===== src/rtl/rom_load_pkg.sv =====
// Shared types and constants for the ROM load controller: state encoding,
// default timing parameters and RAM-port field widths.
package rom_load_pkg;

  localparam int ADDR_W = 16;
  localparam int DATA_W = 8;
  localparam int CFG_W  = 5;

  localparam int DEF_SETTLE_CYCLES     = 1024;
  localparam int DEF_RESET_HOLD_CYCLES = 16;
  localparam int DEF_TIMEOUT_CYCLES    = 2**22;
  localparam int DEF_MAX_RETRIES       = 2;

  // The reader's done level can still be high from the previous run for this
  // many cycles after it is released.
  localparam int DONE_IGNORE_CYCLES = 2;

  typedef enum logic [2:0] {
    ST_SETTLE  = 3'd0,
    ST_LOADING = 3'd1,
    ST_HOLD    = 3'd2,
    ST_RUN     = 3'd3,
    ST_FAIL    = 3'd4
  } state_t;

endpackage


===== src/rtl/cfg_debounce.sv =====
// Two-flop synchroniser for the config switches plus a stability counter that
// runs only while enabled and restarts whenever the synchronised value changes.
module cfg_debounce
  import rom_load_pkg::*;
#(
  parameter int SETTLE_CYCLES = DEF_SETTLE_CYCLES
) (
  input  logic             clk,
  input  logic             rst_l,
  input  logic [CFG_W-1:0] cfg_select,
  input  logic             enable,
  output logic [CFG_W-1:0] cfg_value,
  output logic             cfg_stable
);

  localparam int CW = $clog2(SETTLE_CYCLES) + 1;
  localparam logic [CW-1:0] CNT_LAST = CW'(SETTLE_CYCLES - 1);

  logic [CFG_W-1:0] sync_meta_reg;
  logic [CFG_W-1:0] sync_out_reg;
  logic [CFG_W-1:0] prev_reg;
  logic [CW-1:0]    cnt_reg;
  logic             changed;

  assign changed = (sync_out_reg != prev_reg);

  always_ff @(posedge clk or negedge rst_l) begin
    if (!rst_l) begin
      sync_meta_reg <= '0;
      sync_out_reg  <= '0;
      prev_reg      <= '0;
      cnt_reg       <= '0;
    end else begin
      sync_meta_reg <= cfg_select;
      sync_out_reg  <= sync_meta_reg;
      prev_reg      <= sync_out_reg;
      if (!enable || changed)
        cnt_reg <= '0;
      else if (cnt_reg != CNT_LAST)
        cnt_reg <= cnt_reg + 1'b1;
    end
  end

  assign cfg_value  = sync_out_reg;
  assign cfg_stable = enable && !changed && (cnt_reg == CNT_LAST);

endmodule


===== src/rtl/rom_load_controller.sv =====
// Boot sequencer: settles the image select, runs the flash reader with
// timeout/retry, holds the CPU in reset and arbitrates the shared RAM port.
module rom_load_controller
  import rom_load_pkg::*;
#(
  parameter int SETTLE_CYCLES     = DEF_SETTLE_CYCLES,
  parameter int RESET_HOLD_CYCLES = DEF_RESET_HOLD_CYCLES,
  parameter int TIMEOUT_CYCLES    = DEF_TIMEOUT_CYCLES,
  parameter int MAX_RETRIES       = DEF_MAX_RETRIES
) (
  input  logic              clk,
  input  logic              rst_l,
  input  logic [CFG_W-1:0]  cfg_select,
  input  logic              reload_req,
  output logic              ldr_rst_l,
  output logic [CFG_W-1:0]  ldr_read_addr,
  input  logic              ldr_done,
  input  logic [ADDR_W-1:0] ldr_ram_address,
  input  logic [DATA_W-1:0] ldr_ram_data,
  input  logic              ldr_ram_cs,
  input  logic              ldr_ram_we,
  input  logic [ADDR_W-1:0] cpu_address,
  input  logic [DATA_W-1:0] cpu_wdata,
  input  logic              cpu_cs,
  input  logic              cpu_we,
  output logic [ADDR_W-1:0] ram_address,
  output logic [DATA_W-1:0] ram_datain,
  output logic              ram_cs,
  output logic              ram_we,
  output logic              cpu_reset_l,
  output logic              busy,
  output logic              load_error
);

  localparam int TW = $clog2(TIMEOUT_CYCLES) + 1;
  localparam int HW = $clog2(RESET_HOLD_CYCLES) + 1;
  localparam int RW = $clog2(MAX_RETRIES + 1) + 1;
  localparam logic [TW-1:0] T_LAST   = TW'(TIMEOUT_CYCLES - 1);
  localparam logic [TW-1:0] T_IGNORE = TW'(DONE_IGNORE_CYCLES);
  localparam logic [HW-1:0] H_LAST   = HW'(RESET_HOLD_CYCLES - 1);
  localparam logic [RW-1:0] R_MAX    = RW'(MAX_RETRIES);

  state_t           state_reg, state_next;
  logic [TW-1:0]    tcnt_reg, tcnt_next;
  logic [HW-1:0]    hcnt_reg, hcnt_next;
  logic [RW-1:0]    retry_reg, retry_next;
  logic             gap_reg, gap_next;
  logic             ldr_rst_reg, ldr_rst_next;
  logic [CFG_W-1:0] read_addr_reg, read_addr_next;
  logic             cpu_rst_reg, cpu_rst_next;
  logic [ADDR_W-1:0] addr_hold_reg;
  logic [DATA_W-1:0] data_hold_reg;

  logic             settle_en;
  logic [CFG_W-1:0] cfg_value;
  logic             cfg_stable;

  assign settle_en = (state_reg == ST_SETTLE);

  cfg_debounce #(
    .SETTLE_CYCLES(SETTLE_CYCLES)
  ) u_debounce (
    .clk       (clk),
    .rst_l     (rst_l),
    .cfg_select(cfg_select),
    .enable    (settle_en),
    .cfg_value (cfg_value),
    .cfg_stable(cfg_stable)
  );

  always_ff @(posedge clk or negedge rst_l) begin
    if (!rst_l) begin
      state_reg     <= ST_SETTLE;
      tcnt_reg      <= '0;
      hcnt_reg      <= '0;
      retry_reg     <= '0;
      gap_reg       <= 1'b0;
      ldr_rst_reg   <= 1'b0;
      read_addr_reg <= '0;
      cpu_rst_reg   <= 1'b0;
      addr_hold_reg <= '0;
      data_hold_reg <= '0;
    end else begin
      state_reg     <= state_next;
      tcnt_reg      <= tcnt_next;
      hcnt_reg      <= hcnt_next;
      retry_reg     <= retry_next;
      gap_reg       <= gap_next;
      ldr_rst_reg   <= ldr_rst_next;
      read_addr_reg <= read_addr_next;
      cpu_rst_reg   <= cpu_rst_next;
      addr_hold_reg <= ram_address;
      data_hold_reg <= ram_datain;
    end
  end

  always_comb begin
    state_next     = state_reg;
    tcnt_next      = tcnt_reg;
    hcnt_next      = hcnt_reg;
    retry_next     = retry_reg;
    gap_next       = gap_reg;
    ldr_rst_next   = ldr_rst_reg;
    read_addr_next = read_addr_reg;
    cpu_rst_next   = cpu_rst_reg;
    case (state_reg)
      ST_SETTLE: begin
        cpu_rst_next = 1'b0;
        ldr_rst_next = 1'b0;
        if (cfg_stable) begin
          read_addr_next = cfg_value;
          tcnt_next      = '0;
          gap_next       = 1'b0;
          ldr_rst_next   = 1'b1;
          state_next     = ST_LOADING;
        end
      end
      ST_LOADING: begin
        // gap_reg marks the single idle cycle that restarts the reader on a retry
        if (gap_reg) begin
          gap_next     = 1'b0;
          ldr_rst_next = 1'b1;
          tcnt_next    = '0;
        end else if (ldr_done && (tcnt_reg >= T_IGNORE)) begin
          ldr_rst_next = 1'b0;
          hcnt_next    = '0;
          state_next   = ST_HOLD;
        end else if (tcnt_reg == T_LAST) begin
          ldr_rst_next = 1'b0;
          if (retry_reg >= R_MAX) begin
            state_next = ST_FAIL;
          end else begin
            retry_next = retry_reg + 1'b1;
            gap_next   = 1'b1;
          end
        end else begin
          tcnt_next = tcnt_reg + 1'b1;
        end
      end
      ST_HOLD: begin
        if (hcnt_reg == H_LAST) begin
          cpu_rst_next = 1'b1;
          retry_next   = '0;
          state_next   = ST_RUN;
        end else begin
          hcnt_next = hcnt_reg + 1'b1;
        end
      end
      ST_RUN: begin
        if (reload_req || (cfg_value != read_addr_reg)) begin
          cpu_rst_next = 1'b0;
          state_next   = ST_SETTLE;
        end
      end
      ST_FAIL: begin
        ldr_rst_next = 1'b0;
        cpu_rst_next = 1'b0;
        if (reload_req) begin
          retry_next = '0;
          state_next = ST_SETTLE;
        end
      end
      default: state_next = ST_SETTLE;
    endcase
  end

  // Idle states park address/data on whatever was last driven.
  always_comb begin
    ram_cs      = 1'b0;
    ram_we      = 1'b0;
    ram_address = addr_hold_reg;
    ram_datain  = data_hold_reg;
    case (state_reg)
      ST_LOADING: begin
        ram_cs      = ldr_ram_cs;
        ram_we      = ldr_ram_we;
        ram_address = ldr_ram_address;
        ram_datain  = ldr_ram_data;
      end
      ST_RUN: begin
        ram_cs      = cpu_cs;
        ram_we      = cpu_we;
        ram_address = cpu_address;
        ram_datain  = cpu_wdata;
      end
      default: ;
    endcase
  end

  assign ldr_rst_l     = ldr_rst_reg;
  assign ldr_read_addr = read_addr_reg;
  assign cpu_reset_l   = cpu_rst_reg;
  assign busy          = (state_reg != ST_RUN) && (state_reg != ST_FAIL);
  assign load_error    = (state_reg == ST_FAIL);

endmodule


===== config.mk =====
export PLATFORM = sky130hd
export DESIGN_NAME = rom_load_controller
export DESIGN_NICKNAME = d
export VERILOG_FILES = /design/src/rtl/rom_load_pkg.sv /design/src/rtl/cfg_debounce.sv /design/src/rtl/rom_load_controller.sv
export SDC_FILE = /design/constraint.sdc
export NUM_CORES = 1
export LEC_CHECK = 0
export ABC_CLOCK_PERIOD_IN_PS = 2060
export BUFFER_PORTS_ARGS = -buffer_cell sky130_fd_sc_hd__buf_4
export CORE_MARGIN = 5
export CORE_UTILIZATION = 40
export DETAILED_ROUTE_END_ITERATION = 16
export GPL_TIMING_DRIVEN = 1
export HOLD_SLACK_MARGIN = 0.08
export PLACE_DENSITY_LB_ADDON = 0.2
export SYNTH_ARGS = -nofsm -noshare
export SYNTH_HDL_FRONTEND = slang
export SYNTH_SLANG_ARGS = --single-unit

===== constraint.sdc =====
create_clock -name clk -period 2.06 [get_ports clk]
set_input_delay 0.103 -clock clk [delete_from_list [all_inputs] [get_ports clk]]
set_output_delay 0.103 -clock clk [all_outputs]
set_load 0.02 [all_outputs]

* Word-level counts from Yosys, hierarchy flattened
Index checks and enable logic that the tools add are counted.
Operators by class: add/sub/neg operators 4, $lt $le $gt $ge 2, equality and inequality tests 27, muxes and demuxes 44, reduce and logical (&&, ||, !) cells 24
Operators with widths (count):
- $mux W23 | 4
- $pmux W23 S2 | 1
- $mux W3 | 13
- $pmux W16 S2 | 1
- $add A23 B1 Y23 const B | 1
- $eq A23 B22 Y1 const B | 1
- $ge A23 B2 Y1 const B | 1
- $mux W11 | 2
- $ne A2 B2 Y1 const B | 10
- $pmux W8 S2 | 1
- $mux W5 | 3
- $ne A3 B3 Y1 const B | 5
- $pmux W3 S5 | 1
- $reduce_and A7 Y1 | 2
- $add A11 B1 Y11 const B | 1
- $eq A11 B10 Y1 const B | 1
- $mux W1 | 11
- $ne A11 B10 Y1 const B | 1
- $ne A5 B5 Y1 | 2
- $pmux W5 S2 | 1
- $pmux W3 S3 | 1
- $reduce_bool A3 Y1 | 3
- $reduce_and A4 Y1 | 2
- $eq A3 B2 Y1 const B | 2
- 18 further kinds | 30
Word-level totals: flip-flop bits (word level) 92, input port bits 61

* Logic depth before layout (Yosys ltp)
depth after elaboration 6, gate-level depth with buffers 10, mapped depth without buffers 8

* By module
A second synthesis with hierarchy kept.
Second synthesis, totals: cell total of the unflattened synthesis 473, area, all modules 4790.8 um^2
Modules (own cells, without submodules):
- rom_load_controller | instances 1, cells each 392, area an instance 3736.1 um^2, seq. area each 1651.6 um^2
- cfg_debounce | instances 1, cells each 81, area an instance 1054.8 um^2, seq. area each 650.6 um^2

* Worst setup path after synthesis
Ideal clock, no wire load.
path type reg2reg, from register u_debounce.cnt_reg[0], to register state_reg[2], library setup time 0.073 ns, arrival time 2.093 ns, data required time 1.987 ns, slack -0.106 ns, cell stages (with the launch flop) 8, cells stage by stage dfrtp_1 ha_1 nand3_2 or4_4 or3_1 buf_6 a211o_1 a21oi_2
On the way: cells in the longest elaborated chain, start to end 4
RTL lines:
- start: declaration | line cfg_debounce.sv:22 | logic [CW-1:0] cnt_reg;
- start signal: assignment | line cfg_debounce.sv:40 | cnt_reg <= cnt_reg + 1'b1;
- $eq A11 B10 Y1 | line cfg_debounce.sv:45 | assign cfg_stable = enable && !changed && (cnt_reg == CNT_LAST);
- $logic_and A1 B1 Y1 | line cfg_debounce.sv:45
- $ne A2 B2 Y1 (no source line)
- $reduce_and A7 Y1 (no source line)
- end signal: assignment | line rom_load_controller.sv:84 | state_reg <= state_next;
- end: declaration | line rom_load_controller.sv:43 | state_t state_reg, state_next;
Every way passes these cells. A chain may end at the register's enable or synchronous reset.

* Worst setup path in the final report
from register u_debounce.cnt_reg[0], to register tcnt_reg[17]
On the way: cells in the longest elaborated chain, start to end 4
RTL lines:
- $eq A11 B10 Y1 | line cfg_debounce.sv:45
- $logic_and A1 B1 Y1 | line cfg_debounce.sv:45
- $ne A2 B2 Y1 (no source line)
- $reduce_and A4 Y1 (no source line)
- end signal: assignment | line rom_load_controller.sv:85 | tcnt_reg <= tcnt_next;
- end: declaration | line rom_load_controller.sv:44 | logic [TW-1:0] tcnt_reg, tcnt_next;
Every way passes these cells.

==> run_summary.xml <==
<?xml version="1.0" encoding="UTF-8"?>
<metrics>
  <group name="synthesis">
    <metric name="async_flop_share" unit="">1.00</metric>
    <metric name="synth_enable_flop_cells" unit="">0</metric>
    <metric name="yosysTopAreaCellShare" unit="">0.509</metric>
    <metric name="postSynthCellCount" unit="">471</metric>
    <metric name="ys_flop_type" unit="">sky130_fd_sc_hd__dfrtp_1</metric>
    <metric name="syn-cell-area" unit="sq mm">0.00452</metric>
    <metric name="seq_area_frac_synth" unit="">0.509</metric>
    <metric name="ys.warnings.count" unit="">0</metric>
    <metric name="synth.net_count" unit="">538</metric>
    <metric name="top_post_synthesis_cells_by_count" unit="">sky130_fd_sc_hd__dfrtp_1 (92), sky130_fd_sc_hd__nand2_1 (58), sky130_fd_sc_hd__nor2_1 (43), sky130_fd_sc_hd__o21ai_0 (39), sky130_fd_sc_hd__mux2i_1 (29)</metric>
    <metric name="ys_seq_elements" unit="">92</metric>
    <metric name="synth_largest_area_cell" unit="">sky130_fd_sc_hd__dfrtp_1</metric>
    <metric name="most_common_cell_in_the_synthesized_netlist" unit="">sky130_fd_sc_hd__dfrtp_1</metric>
    <metric name="synthDistinctLibCells" unit="">48</metric>
    <metric name="synth_top_cells_by_area" unit="">sky130_fd_sc_hd__dfrtp_1 (51%), sky130_fd_sc_hd__mux2i_1 (6.4%), sky130_fd_sc_hd__nand2_1 (4.8%)</metric>
    <metric name="synth_area_per_cell" unit="sq um">9.60</metric>
  </group>
  <group name="layout">
    <metric name="drive_gt1_frac" unit="">0.350</metric>
    <metric name="fin_nets" unit="">692</metric>
    <metric name="area_growth_syn_to_layout" unit="%">43.4</metric>
    <metric name="antennaDiodeCount" unit="">0</metric>
    <metric name="final.fill_count" unit="">922</metric>
    <metric name="ff_latch_area" unit="sq mm">0.00231</metric>
    <metric name="multiInputGateArea" unit="sq mm">0.00231</metric>
    <metric name="largest_register_ffs" unit="">23</metric>
  </group>
  <group name="worst_setup_path">
    <metric name="critPathBufInv" unit="">1</metric>
    <metric name="cpPeakStageDelay" unit="ps">470</metric>
    <metric name="timing.critical_path.arrival" unit="ps">2300</metric>
    <metric name="crit_cells" unit="">8</metric>
    <metric name="startpoint_type" unit="">register</metric>
    <metric name="timing.setup.critical_path_class" unit="">register to register</metric>
    <metric name="critPathMaxFanout" unit="">6</metric>
    <metric name="timing.critical_path.max_delay_family" unit="">simple AND/OR/NAND/NOR gates</metric>
    <metric name="worst_path_max_delay_cell" unit="">sky130_fd_sc_hd__or4_4</metric>
    <metric name="crit_path_cell_trace" unit="">ha_4, nand3_4, or4_4, nor3_4, o221ai_4, clkbuf_16, o21ai_2, o31ai_1</metric>
    <metric name="r2r_cells" unit="">8</metric>
    <metric name="cp.required" unit="ps">2270</metric>
    <metric name="endpoint_kind" unit="">register</metric>
  </group>
  <group name="sta">
    <metric name="final-setup-viol-count" unit="">7</metric>
    <metric name="final_hold_viols" unit="">0</metric>
    <metric name="final_min_period_over_clock_period" unit="">1.02</metric>
    <metric name="period_minus_slack" unit="ps">2090</metric>
    <metric name="post-route-worst-setup-slack" unit="ps">-31.9</metric>
    <metric name="worst_max_slew_pin_slew" unit="ps">433</metric>
    <metric name="setup_repair_after_global_routing_missed_its_margin" unit="">true</metric>
    <metric name="drv_slew" unit="">0</metric>
    <metric name="fin_worst_skew" unit="ps">9.09</metric>
    <metric name="timing_limited_maximum_frequency" unit="MHz">478</metric>
    <metric name="timing.slew.headroom" unit="">0.709</metric>
    <metric name="fin_hold_ws" unit="ps">123</metric>
  </group>
  <group name="detailed_routing">
    <metric name="avgRoutedWirePerCell" unit="um">16.0</metric>
    <metric name="number_of_antenna_violating_nets_in_the_routed_design" unit="">0</metric>
    <metric name="via_count" unit="">4169</metric>
    <metric name="routed_via_density" unit="">5.42</metric>
    <metric name="drc_errors" unit="">0</metric>
    <metric name="drtIter0Drc" unit="">238</metric>
    <metric name="drt_first_pass_iters" unit="">5</metric>
    <metric name="route.final.wire_length" unit="mm">12.3</metric>
  </group>
  <group name="floorplan">
    <metric name="die_width" unit="um">116</metric>
    <metric name="die_height" unit="um">116</metric>
    <metric name="design.core.area" unit="sq mm">0.0109</metric>
    <metric name="core.rowCount" unit="">38</metric>
    <metric name="die_area" unit="sq mm">0.0135</metric>
    <metric name="io_pins" unit="">96</metric>
    <metric name="initial_utilization" unit="">0.413</metric>
  </group>
  <group name="global_routing">
    <metric name="grt_pass1_wl" unit="mm">19.8</metric>
    <metric name="grt_antenna_before_repair" unit="">0</metric>
    <metric name="grt.total_usage" unit="">0.181</metric>
    <metric name="maximum_number_of_pins_on_one_net_before_global_route_repair" unit="">51</metric>
    <metric name="first_global_vias" unit="">4162</metric>
    <metric name="final_global_route_overflow_total" unit="">0</metric>
  </group>
  <group name="run_status">
    <metric name="failed_checks" unit="">negative setup slack</metric>
    <metric name="outcome" unit="">finished, violations left</metric>
  </group>
  <group name="worst_hold_path">
    <metric name="timing.hold.worst_path_depth" unit="">3</metric>
    <metric name="hold_path_class" unit="">input pin to register</metric>
  </group>
  <group name="clock_network">
    <metric name="clkLatencyLatePin" unit="ps">340</metric>
    <metric name="tritoncts_num_sinks" unit="">92</metric>
    <metric name="cts_inserted_buffers" unit="">9</metric>
    <metric name="h-tree-depth" unit="">3</metric>
    <metric name="root_buffer" unit="">sky130_fd_sc_hd__clkbuf_16</metric>
    <metric name="max-clock-path-buffers" unit="">2</metric>
    <metric name="cts_tree" unit="">yes</metric>
    <metric name="worst_setup_hold_path_clk_slew" unit="ps">70</metric>
  </group>
  <group name="power">
    <metric name="p_leak" unit="nW">2.92</metric>
    <metric name="power.ir.vdd_worst" unit="uV">1040</metric>
    <metric name="power_density" unit="mW/mm^2">1180</metric>
  </group>
  <group name="placed_design">
    <metric name="globalplace.congestion" unit="">0.908</metric>
    <metric name="detailedPlacementHpwl" unit="mm">8.48</metric>
    <metric name="preCtsSetupSlack" unit="ps">-15.5</metric>
    <metric name="port-buffer-count" unit="">95</metric>
  </group>
  <group name="job">
    <metric name="maxCapViolCount" unit="">0</metric>
  </group>
</metrics>
-- worst reg2reg max path, delay by kind of cell, from the launching register on --
family	cells	cell delay, ps
AND/OR/NAND/NOR	3	770
AO/OA/AOI/OAI	3	410
flip-flops	1	400
buffers and inverters	1	220
adder cells (fa/ha/maj)	1	170
-- through the flow --
step | utilization | cells | setup TNS, ps | power, mW | area [sq um]
final | 0.593 | 769 | -87.7 | 7.66 | 6480
after global routing | 0.593 | 769 | -1280 | 8.14 | 6480
after CTS | 0.561 | 755 | 0 | 7.40 | 6130
after detailed placement | 0.524 | 734 | -32.3 | 5.57 | 5730
after global placement | 0.524 | 734 | 0 | 5.51 | 5730
after floorplan | - | 471 | -350 | 4.15 | 4520
-- placed cells by master, fill, tap and decap left out, types with 9 or more instances in the layout --
master	instances
sky130_fd_sc_hd__a21oi_1	20
sky130_fd_sc_hd__buf_4	151
sky130_fd_sc_hd__clkbuf_16	11
sky130_fd_sc_hd__dfrtp_1	88
sky130_fd_sc_hd__inv_1	9
sky130_fd_sc_hd__mux2i_1	29
sky130_fd_sc_hd__nand2_1	57
sky130_fd_sc_hd__nand3_1	19
sky130_fd_sc_hd__nand4_1	14
sky130_fd_sc_hd__nor2_1	38
sky130_fd_sc_hd__nor3_1	9
sky130_fd_sc_hd__nor4_1	9
sky130_fd_sc_hd__o21ai_0	36
sky130_fd_sc_hd__o21ai_1	13
sky130_fd_sc_hd__xnor2_1	13
-- layer usage --
metal  track usage  share of wire  wire length [um]  vias to the layer above
met5             0              0                 0                        -
met4        0.0541          0.021               261                        0
met3        0.0513          0.087              1070                       31
met2         0.273           0.47              5730                      183
met1         0.253           0.42              5210                     1957
li1              -              -                 -                     1998
-- where the power goes --
part	internal [mW]	total [mW]	switching [mW]
Sequential	2.17	2.37	0.197
Combinational	1.52	3.51	1.99
Clock	1.07	1.78	0.705
Total	4.76	7.66	2.89
-- layout make-up --
class / instances / area share
clock inverter: 6 / 0.0149
multi-input combinational: 349 / 0.356
timing repair buffer: 164 / 0.206
clock buffer: 9 / 0.0348
sequential: 92 / 0.356
inverter: 9 / 0.00521
tap: 140 / 0.0270
-- cells by family (layout without fill, tap and decap cells) --
| logic type | after synthesis | after routing | share of synthesized area |
|---|---|---|---|
| xor gates and xnor gates | 18 | 18 | 0.0349 |
| AOI/OAI and AO/OA | 112 | 112 | 0.146 |
| buffers and inverters | 30 | 188 | 0.0285 |
| adders and majority gates | 6 | 6 | 0.0166 |
| and+or+nand+nor | 184 | 184 | 0.200 |
| DFF | 92 | 92 | 0.509 |
| muxes | 29 | 29 | 0.0642 |
-- final timing paths --
check | startpoint | endpoint | slack [ps]
min reg2reg | u_debounce.sync_meta_reg[2] | u_debounce.cfg_value[2] | 350
max | u_debounce.cnt_reg[0] | tcnt_reg[17] | -30
max in group asynchronous | rst_l | addr_hold_reg[7] | 1230
min in group asynchronous | rst_l | tcnt_reg[4] | 220
min | ldr_ram_data[2] | data_hold_reg[2] | 120
max reg2reg | u_debounce.cnt_reg[0] | tcnt_reg[17] | -30
-- timing repair --
action,in CTS,in global routing
hold buffers,6,0
pin swaps,1,14
gates resized for setup,4,43
endpoints found under the setup margin,14,35
hold endpoints to repair,80,0
buffers inserted,0,13
cloned,0,2
No activity file was read; power rests on OpenSTA's default activity.
